$ cat src/rtl/load_queue_if.sv
// Bundles every handshake and bus signal of the load queue.
// master: issue control, CDB, dcache and CDB arbiter side (drives requests/responses).
// slave : the load queue itself.
// Signals:
//   flush                                     discard all entries
//   issue_we/base_valid/base_tag/base/offset/dest   new load written at tail
//   full, empty                               occupancy status
//   cdb_valid/tag/data                        common data bus broadcast
//   dmem_read/address, dmem_resp/rdata        dcache read handshake
//   res_valid/tag/data, res_ack               result offered to the CDB arbiter
interface load_queue_if #(
  parameter int unsigned DATA_WIDTH = 16,
  parameter int unsigned TAG_WIDTH  = 3
);
  logic                  flush;
  logic                  issue_we;
  logic                  issue_base_valid;
  logic [TAG_WIDTH-1:0]  issue_base_tag;
  logic [DATA_WIDTH-1:0] issue_base;
  logic [DATA_WIDTH-1:0] issue_offset;
  logic [TAG_WIDTH-1:0]  issue_dest;
  logic                  full;
  logic                  empty;
  logic                  cdb_valid;
  logic [TAG_WIDTH-1:0]  cdb_tag;
  logic [DATA_WIDTH-1:0] cdb_data;
  logic                  dmem_read;
  logic [DATA_WIDTH-1:0] dmem_address;
  logic                  dmem_resp;
  logic [DATA_WIDTH-1:0] dmem_rdata;
  logic                  res_valid;
  logic [TAG_WIDTH-1:0]  res_tag;
  logic [DATA_WIDTH-1:0] res_data;
  logic                  res_ack;

  modport master (
    output flush, issue_we, issue_base_valid, issue_base_tag, issue_base, issue_offset,
           issue_dest, cdb_valid, cdb_tag, cdb_data, dmem_resp, dmem_rdata, res_ack,
    input  full, empty, dmem_read, dmem_address, res_valid, res_tag, res_data
  );

  modport slave (
    input  flush, issue_we, issue_base_valid, issue_base_tag, issue_base, issue_offset,
           issue_dest, cdb_valid, cdb_tag, cdb_data, dmem_resp, dmem_rdata, res_ack,
    output full, empty, dmem_read, dmem_address, res_valid, res_tag, res_data
  );
endinterface

$ cat src/rtl/load_queue.sv
// In-order load queue for the Tomasulo datapath.
// Loads enter at the tail with either a resolved base or the ROB tag that will produce it,
// snoop the CDB until the base resolves, and are serviced strictly from the head: one
// dcache read at a time, result held for the CDB arbiter until granted.
// Ports:
//   clk  rising-edge clock
//   rst  synchronous active-high reset
//   bus  load_queue_if.slave (issue, status, CDB snoop, dcache, result handshake)
module load_queue #(
  parameter int unsigned DATA_WIDTH = 16,
  parameter int unsigned TAG_WIDTH  = 3,
  parameter int unsigned DEPTH_LOG2 = 2
) (
  input logic         clk,
  input logic         rst,
  load_queue_if.slave bus
);
  localparam int unsigned DEPTH = 1 << DEPTH_LOG2;
  localparam logic [DEPTH_LOG2-1:0] PtrOne    = DEPTH_LOG2'(1);
  localparam logic [DEPTH_LOG2:0]   CountOne  = (DEPTH_LOG2 + 1)'(1);
  localparam logic [DEPTH_LOG2:0]   CountFull = (DEPTH_LOG2 + 1)'(DEPTH);

  typedef enum logic [1:0] {StIdle, StRead, StWb, StDrain} state_e;

  logic                  busy_q       [DEPTH];
  logic                  base_valid_q [DEPTH];
  logic [DATA_WIDTH-1:0] base_q       [DEPTH];
  logic [TAG_WIDTH-1:0]  tag_q        [DEPTH];
  logic [DATA_WIDTH-1:0] offset_q     [DEPTH];
  logic [TAG_WIDTH-1:0]  dest_q       [DEPTH];

  logic [DEPTH_LOG2-1:0] head_q, tail_q;
  logic [DEPTH_LOG2:0]   count_q;
  state_e                state_q;
  logic                  dmem_read_q;
  logic [DATA_WIDTH-1:0] dmem_address_q;
  logic                  res_valid_q;
  logic [TAG_WIDTH-1:0]  res_tag_q;
  logic [DATA_WIDTH-1:0] res_data_q;

  logic                  full, push, pop, bypass, head_ready;
  logic [DATA_WIDTH-1:0] head_address;

  assign full         = (count_q == CountFull);
  assign bypass       = !bus.issue_base_valid && bus.cdb_valid &&
                        (bus.cdb_tag == bus.issue_base_tag);
  // Status comes from the registered count, so a same-cycle pop never frees a slot for issue.
  assign push         = bus.issue_we && !full && !bus.flush;
  assign pop          = (state_q == StWb) && bus.res_ack;
  assign head_ready   = busy_q[head_q] && base_valid_q[head_q];
  assign head_address = base_q[head_q] + offset_q[head_q];

  assign bus.full         = full;
  assign bus.empty        = (count_q == '0);
  assign bus.dmem_read    = dmem_read_q;
  assign bus.dmem_address = dmem_address_q;
  assign bus.res_valid    = res_valid_q;
  assign bus.res_tag      = res_tag_q;
  assign bus.res_data     = res_data_q;

  always_ff @(posedge clk) begin
    if (rst) begin
      for (int unsigned i = 0; i < DEPTH; i++) begin
        busy_q[i]       <= 1'b0;
        base_valid_q[i] <= 1'b0;
        base_q[i]       <= '0;
        tag_q[i]        <= '0;
        offset_q[i]     <= '0;
        dest_q[i]       <= '0;
      end
      head_q         <= '0;
      tail_q         <= '0;
      count_q        <= '0;
      state_q        <= StIdle;
      dmem_read_q    <= 1'b0;
      dmem_address_q <= '0;
      res_valid_q    <= 1'b0;
      res_tag_q      <= '0;
      res_data_q     <= '0;
    end else begin
      // CDB snoop: any number of waiting entries may capture the same broadcast.
      for (int unsigned i = 0; i < DEPTH; i++) begin
        if (busy_q[i] && !base_valid_q[i] && bus.cdb_valid && (tag_q[i] == bus.cdb_tag)) begin
          base_q[i]       <= bus.cdb_data;
          base_valid_q[i] <= 1'b1;
        end
      end

      // The tail entry is never busy when not full, so this cannot collide with the snoop.
      if (push) begin
        busy_q[tail_q]       <= 1'b1;
        base_valid_q[tail_q] <= bus.issue_base_valid || bypass;
        base_q[tail_q]       <= bypass ? bus.cdb_data : bus.issue_base;
        tag_q[tail_q]        <= bus.issue_base_tag;
        offset_q[tail_q]     <= bus.issue_offset;
        dest_q[tail_q]       <= bus.issue_dest;
        tail_q               <= tail_q + PtrOne;
      end

      case (state_q)
        StIdle: begin
          if (head_ready) begin
            state_q        <= StRead;
            dmem_read_q    <= 1'b1;
            dmem_address_q <= head_address;
          end
        end
        StRead: begin
          if (bus.dmem_resp) begin
            state_q     <= StWb;
            dmem_read_q <= 1'b0;
            res_valid_q <= 1'b1;
            res_tag_q   <= dest_q[head_q];
            res_data_q  <= bus.dmem_rdata;
          end
        end
        StWb: begin
          if (bus.res_ack) begin
            state_q        <= StIdle;
            res_valid_q    <= 1'b0;
            busy_q[head_q] <= 1'b0;
            head_q         <= head_q + PtrOne;
          end
        end
        StDrain: begin
          if (bus.dmem_resp) begin
            state_q     <= StIdle;
            dmem_read_q <= 1'b0;
          end
        end
        default: state_q <= StIdle;
      endcase

      if (push && !pop) begin
        count_q <= count_q + CountOne;
      end else if (pop && !push) begin
        count_q <= count_q - CountOne;
      end

      if (bus.flush) begin
        for (int unsigned i = 0; i < DEPTH; i++) begin
          busy_q[i] <= 1'b0;
        end
        head_q      <= '0;
        tail_q      <= '0;
        count_q     <= '0;
        res_valid_q <= 1'b0;
        // An in-flight read must finish its handshake; a response arriving in the flush cycle
        // itself completes it, otherwise keep requesting until the dcache answers.
        if ((state_q == StRead) || (state_q == StDrain)) begin
          if (bus.dmem_resp) begin
            state_q     <= StIdle;
            dmem_read_q <= 1'b0;
          end else begin
            state_q     <= StDrain;
            dmem_read_q <= 1'b1;
          end
        end else begin
          state_q     <= StIdle;
          dmem_read_q <= 1'b0;
        end
      end
    end
  end

endmodule

$ cat src/flat_wrapper.sv
// flat-port wrapper written by rule: the top's interface ports become plain ports
module load_queue_flat 
#(
  parameter int unsigned DATA_WIDTH = 16,
  parameter int unsigned TAG_WIDTH  = 3,
  parameter int unsigned DEPTH_LOG2 = 2
)
  (clk, rst, bus_flush, bus_issue_we, bus_issue_base_valid, bus_issue_base_tag, bus_issue_base, bus_issue_offset, bus_issue_dest, bus_cdb_valid, bus_cdb_tag, bus_cdb_data, bus_dmem_resp, bus_dmem_rdata, bus_res_ack, bus_full, bus_empty, bus_dmem_read, bus_dmem_address, bus_res_valid, bus_res_tag, bus_res_data);
  load_queue_if #(.DATA_WIDTH(DATA_WIDTH), .TAG_WIDTH(TAG_WIDTH)) bus_i ();
  input logic clk;
  input logic rst;
  input wire logic [$bits(bus_i.flush)-1:0] bus_flush;
  input wire logic [$bits(bus_i.issue_we)-1:0] bus_issue_we;
  input wire logic [$bits(bus_i.issue_base_valid)-1:0] bus_issue_base_valid;
  input wire logic [$bits(bus_i.issue_base_tag)-1:0] bus_issue_base_tag;
  input wire logic [$bits(bus_i.issue_base)-1:0] bus_issue_base;
  input wire logic [$bits(bus_i.issue_offset)-1:0] bus_issue_offset;
  input wire logic [$bits(bus_i.issue_dest)-1:0] bus_issue_dest;
  input wire logic [$bits(bus_i.cdb_valid)-1:0] bus_cdb_valid;
  input wire logic [$bits(bus_i.cdb_tag)-1:0] bus_cdb_tag;
  input wire logic [$bits(bus_i.cdb_data)-1:0] bus_cdb_data;
  input wire logic [$bits(bus_i.dmem_resp)-1:0] bus_dmem_resp;
  input wire logic [$bits(bus_i.dmem_rdata)-1:0] bus_dmem_rdata;
  input wire logic [$bits(bus_i.res_ack)-1:0] bus_res_ack;
  output wire logic [$bits(bus_i.full)-1:0] bus_full;
  output wire logic [$bits(bus_i.empty)-1:0] bus_empty;
  output wire logic [$bits(bus_i.dmem_read)-1:0] bus_dmem_read;
  output wire logic [$bits(bus_i.dmem_address)-1:0] bus_dmem_address;
  output wire logic [$bits(bus_i.res_valid)-1:0] bus_res_valid;
  output wire logic [$bits(bus_i.res_tag)-1:0] bus_res_tag;
  output wire logic [$bits(bus_i.res_data)-1:0] bus_res_data;
  assign bus_i.flush = bus_flush;
  assign bus_i.issue_we = bus_issue_we;
  assign bus_i.issue_base_valid = bus_issue_base_valid;
  assign bus_i.issue_base_tag = bus_issue_base_tag;
  assign bus_i.issue_base = bus_issue_base;
  assign bus_i.issue_offset = bus_issue_offset;
  assign bus_i.issue_dest = bus_issue_dest;
  assign bus_i.cdb_valid = bus_cdb_valid;
  assign bus_i.cdb_tag = bus_cdb_tag;
  assign bus_i.cdb_data = bus_cdb_data;
  assign bus_i.dmem_resp = bus_dmem_resp;
  assign bus_i.dmem_rdata = bus_dmem_rdata;
  assign bus_i.res_ack = bus_res_ack;
  assign bus_full = bus_i.full;
  assign bus_empty = bus_i.empty;
  assign bus_dmem_read = bus_i.dmem_read;
  assign bus_dmem_address = bus_i.dmem_address;
  assign bus_res_valid = bus_i.res_valid;
  assign bus_res_tag = bus_i.res_tag;
  assign bus_res_data = bus_i.res_data;
  load_queue #(.DATA_WIDTH(DATA_WIDTH), .TAG_WIDTH(TAG_WIDTH), .DEPTH_LOG2(DEPTH_LOG2)) u_core (.clk(clk), .rst(rst), .bus(bus_i));
endmodule
$ cat config.mk
export PLATFORM = sky130hd
export DESIGN_NAME = load_queue_flat
export DESIGN_NICKNAME = d
export VERILOG_FILES = /design/src/rtl/load_queue_if.sv /design/src/rtl/load_queue.sv /design/src/flat_wrapper.sv
export SDC_FILE = /design/constraint.sdc
export NUM_CORES = 1
export LEC_CHECK = 0
export CAP_MARGIN = 30
export CELL_PAD_IN_SITES_DETAIL_PLACEMENT = 1
export CELL_PAD_IN_SITES_GLOBAL_PLACEMENT = 1
export CORE_MARGIN = 2
export CORE_UTILIZATION = 49
export DETAILED_ROUTE_END_ITERATION = 6
export PLACE_DENSITY_LB_ADDON = 0.12
export SYNTH_ARGS = -nofsm -noshare
export SYNTH_HDL_FRONTEND = slang
export SYNTH_SLANG_ARGS = --single-unit
$ cat constraint.sdc
create_clock -name clk -period 7.05 [get_ports clk]
set_input_delay 1.7625 -clock clk [delete_from_list [all_inputs] [get_ports clk]]
set_output_delay 1.7625 -clock clk [all_outputs]
set_load 0.01 [all_outputs]
==> key figures <==
Run status
  • Status: finished clean

Layout
  • Fin util: 60.2%
  • Fraction of layout cells with a size suffix above 1: 10.1%
  • Inserted Diodes: 0
  • Register area: 5700 um^2
  • Nets: 1,005
  • Post-route cell area: 12,200 um^2
  • FILL cells: 2,011
  • Multi-input combinational cell area: 4130 um^2
  • Layout area overhead: 20.7%
  • Final Non-Filler Cells: 1,185

Timing
  • Min Tclk post-route: 4.91 ns
  • RSZ-0062 raised after global routing: false
  • Fmax: 204 MHz
  • Final worst-path cycle share: 69.6%
  • Max_slew headroom: 35.5%
  • Fin. Hold Viols: 0
  • TNS Setup: 0 ns
  • Slew of the pin with the lowest slew margin: 0.963 ns
  • Max-slew violation count: 0
  • Clk_skew: 0.00716 ns
  • Finish-stage setup viols: 0

Routing
  • DRC Markers: 0
  • Via density per instance: 5.82
  • Post-route ant nets: 0
  • First-pass iteration count of the detailed router: 5
  • DR iter-0 viols: 358
  • DR vias: 6,899
  • WL final: 26,300 um
  • Post-DR wirelength/cell: 22.2 um

Global routing
  • All-layer global routing usage: 24.3%
  • Global routing's busiest layer: met2
  • Largest net degree at the start of global routing: 66
  • Vias in the first global route: 7,423
  • Initial antenna violation count: 0
  • Global-route track usage on met3: 2.84%
  • First-pass GRT wire length: 41,300 um
  • Met1 Use GR: 31.2%
  • Grt met2 use: 44.4%
  • Gr ovfl total: 0

Synth
  • Commonest register cell after synthesis: edfxtp_1
  • Syn avg cell area: 12.7 um^2
  • Synth warn: 0
  • Netlist Area Pre-Place: 10,100 um^2
  • EDFF count, synth: 153
  • Post-Syn Nets: 902
  • Most common library cells after synthesis: 153 x edfxtp_1, 88 x and2_1, 71 x nand2_1
  • Synth area leader: edfxtp_1
  • Distinct cells, synth: 62
  • Post-synth ARST share: 0%
  • Cells after Synth: 795
  • Count leader, synth: edfxtp_1
  • Seq cells post-synth: 208
  • Seq/Total Area, Yosys: 56.4%
  • Ranking of synthesized cells by area: edfxtp_1 46%, dfxtp_1 11%, mux4_2 7.8%
  • Post-synth top area share: 45.5%

Setup path
  • Buf/Inv on CP: 1
  • Critical path cell sequence: clkdlybuf4s50_1, or2_1, nor3b_2, and3_1, or2_2
  • Crit path arrival time: 5.04 ns
  • Crit-path max cell delay: 0.83 ns
  • Slowest CP cell: nor3b_2
  • Worst Path Required: 7.19 ns
  • Crit path max-delay family: simple AND/OR/NAND/NOR gates
  • Largest fanout on the critical path: 23
  • CP startpoint kind: primary input
  • CP endpoint kind: flop
  • Crit Path Class: primary input to flop

Floorplan
  • Initial Utilization: 49.9%
  • DIE AREA: 21,800 um^2
  • Rows: 52
  • Core footprint: 20,200 um^2
  • I/O pin count: 120
  • Die Y: 148 um
  • Die W: 148 um

Clock network
  • Worst-Skew Late Latency: 0.51 ns
  • Reg clk slew, reported paths: 0.06 ns
  • PostCTS Resize Cnt: 0
  • Hold buffers post-CTS: 0
  • CTS tree: built
  • CTS root buffer: clkbuf_16
  • Total clock sinks: 208
  • CTS H-tree lvls: 1
  • CTS Buf Count: 23
  • CTS Buffer Depth: 3
  • Setup Buffers After CTS: 0

Power
  • Pleak: 4.37 nW
  • Power density cells: 228 nW/um^2
  • Sequential Power Share: 49.6%
  • Power share of the combinational group: 8.8%
  • Pwr Total: 2.77 mW
  • Clock Power Share: 41.6%
  • Switching share of power: 22.7%
  • NetSw: 630 uW
  • Peak supply drop: 0.182 mV
  • Pint: 2.14 mW

Worst hold path
  • Hold Crit Class: flop to flop

Placed design
  • Gpl congestion: 0.841
  • HPWL Detailed: 18,600 um
  • Placed inst area: 11,400 um^2
  • # port buffers: 119
  • Placed cells: 1,142

Job
  • Max cap viols: 0
## metal layers
metal  vias up  wire, um
met5         -         0
met4         0       480
met3        29      1250
met2       205     13700
met1      3462     10800
li1       3203         -
## cell type report
cell class / instances / area share [%]
Sequential cell: 208 / 46.8
Multi-Input combinational cell: 529 / 34.0
Timing Repair Buffer: 127 / 10.4
Clock buffer: 29 / 4.91
Tap cell: 270 / 2.77
Clock inverter: 13 / 0.935
Inverter: 9 / 0.277
## cell families (layout without fill, tap and decap cells)
family | count (synthesis) | in the layout | share of synthesized area (%)
DFF | 208 | 208 | 56.4
AOI/OAI and AO/OA | 169 | 169 | 12.2
muxes | 41 | 41 | 8.56
buffers and inverters | 58 | 178 | 2.59
adders and majority gates | 26 | 26 | 3.37
xor gates and xnor gates | 27 | 27 | 2.34
and+or+nand+nor | 266 | 266 | 14.5
## worst paths after layout
path	startpoint	slack [ns]	to	depth (start not counted)
min reg2reg	u_core.bus.dmem_address[3]	0.46	u_core.bus.dmem_address[3]	2
max reg2reg	flop	3.07	u_core.bus.dmem_address[12]	9
min	u_core.bus.dmem_address[3]	0.46	u_core.bus.dmem_address[3]	2
max	bus_flush	2.14	u_core.offset_q[2][5]	5
## power by group through the flow
stage | clock network [mW] | logic, mW | registers [mW]
final | 1.15 | 0.244 | 1.38
after global routing | 1.21 | 0.264 | 1.38
after CTS | 1.16 | 0.244 | 1.38
after detailed placement | 0 | 0.241 | 1.40
after global placement | 0 | 0.233 | 1.40
after floorplan | 0 | 0.131 | 1.39
## worst register-to-register path, stage by stage (launching register included)
cell and delay (ns):
dfxtp_2 0.72, buf_4 0.45, mux4_2 0.64, ha_1 0.27, fa_1 0.47, a21o_1 0.23, a311o_1 0.43, a311oi_1 0.37
nor3_1 0.10, o31ai_1 0.23
## sequential cells by signal, indices dropped and copies added (netlist names), named ones only
register and count:
u_core.tag_q 12, u_core.bus.dmem_read 1, u_core.base_q 64, u_core.bus.res_tag 3, u_core.bus.dmem_address 16, u_core.bus.res_data 16
u_core.dest_q 12, u_core.count_q 3, u_core.busy_q 4, u_core.offset_q 64, u_core.head_q 2, u_core.state_q 2
u_core.tail_q 2, u_core.base_valid_q 4, u_core.bus.res_valid 1
## metrics by stage
step                      setup WS [ns]  hold WS [ns]
after global placement             1.77         0.440
after detailed placement           1.54         0.450
after CTS                          2.07         0.458
after floorplan                    3.54         0.446
final                              2.14         0.455
after global routing               1.82         0.470
## cells in the final DEF (no fill, tap or decap), types with 4 or more instances in the layout
cell type,synthesis,layout
mux4_2,35,35
nor2b_1,4,4
ha_1,24,24
xnor2_1,21,21
or2_2,4,4
nand4_1,9,9
dfxtp_1,55,54
and3b_1,5,5
xor2_1,6,6
a22o_1,64,64
nor3_1,7,7
or3_1,5,5
and2_1,88,88
buf_4,4,5
nand3b_1,16,16
a21o_1,6,6
nand2_1,71,71
a22oi_1,4,4
clkinv_1,0,7
clkbuf_16,0,23
nand2b_1,4,4
clkbuf_1,31,6
nand3_1,8,8
edfxtp_1,153,153
inv_1,9,9
o21a_1,4,4
o21ai_0,14,14
and3_1,5,5
a21oi_1,49,49
nor2_1,29,29
clkdlybuf4s50_1,0,118
Power figures use the tool's default switching activity.
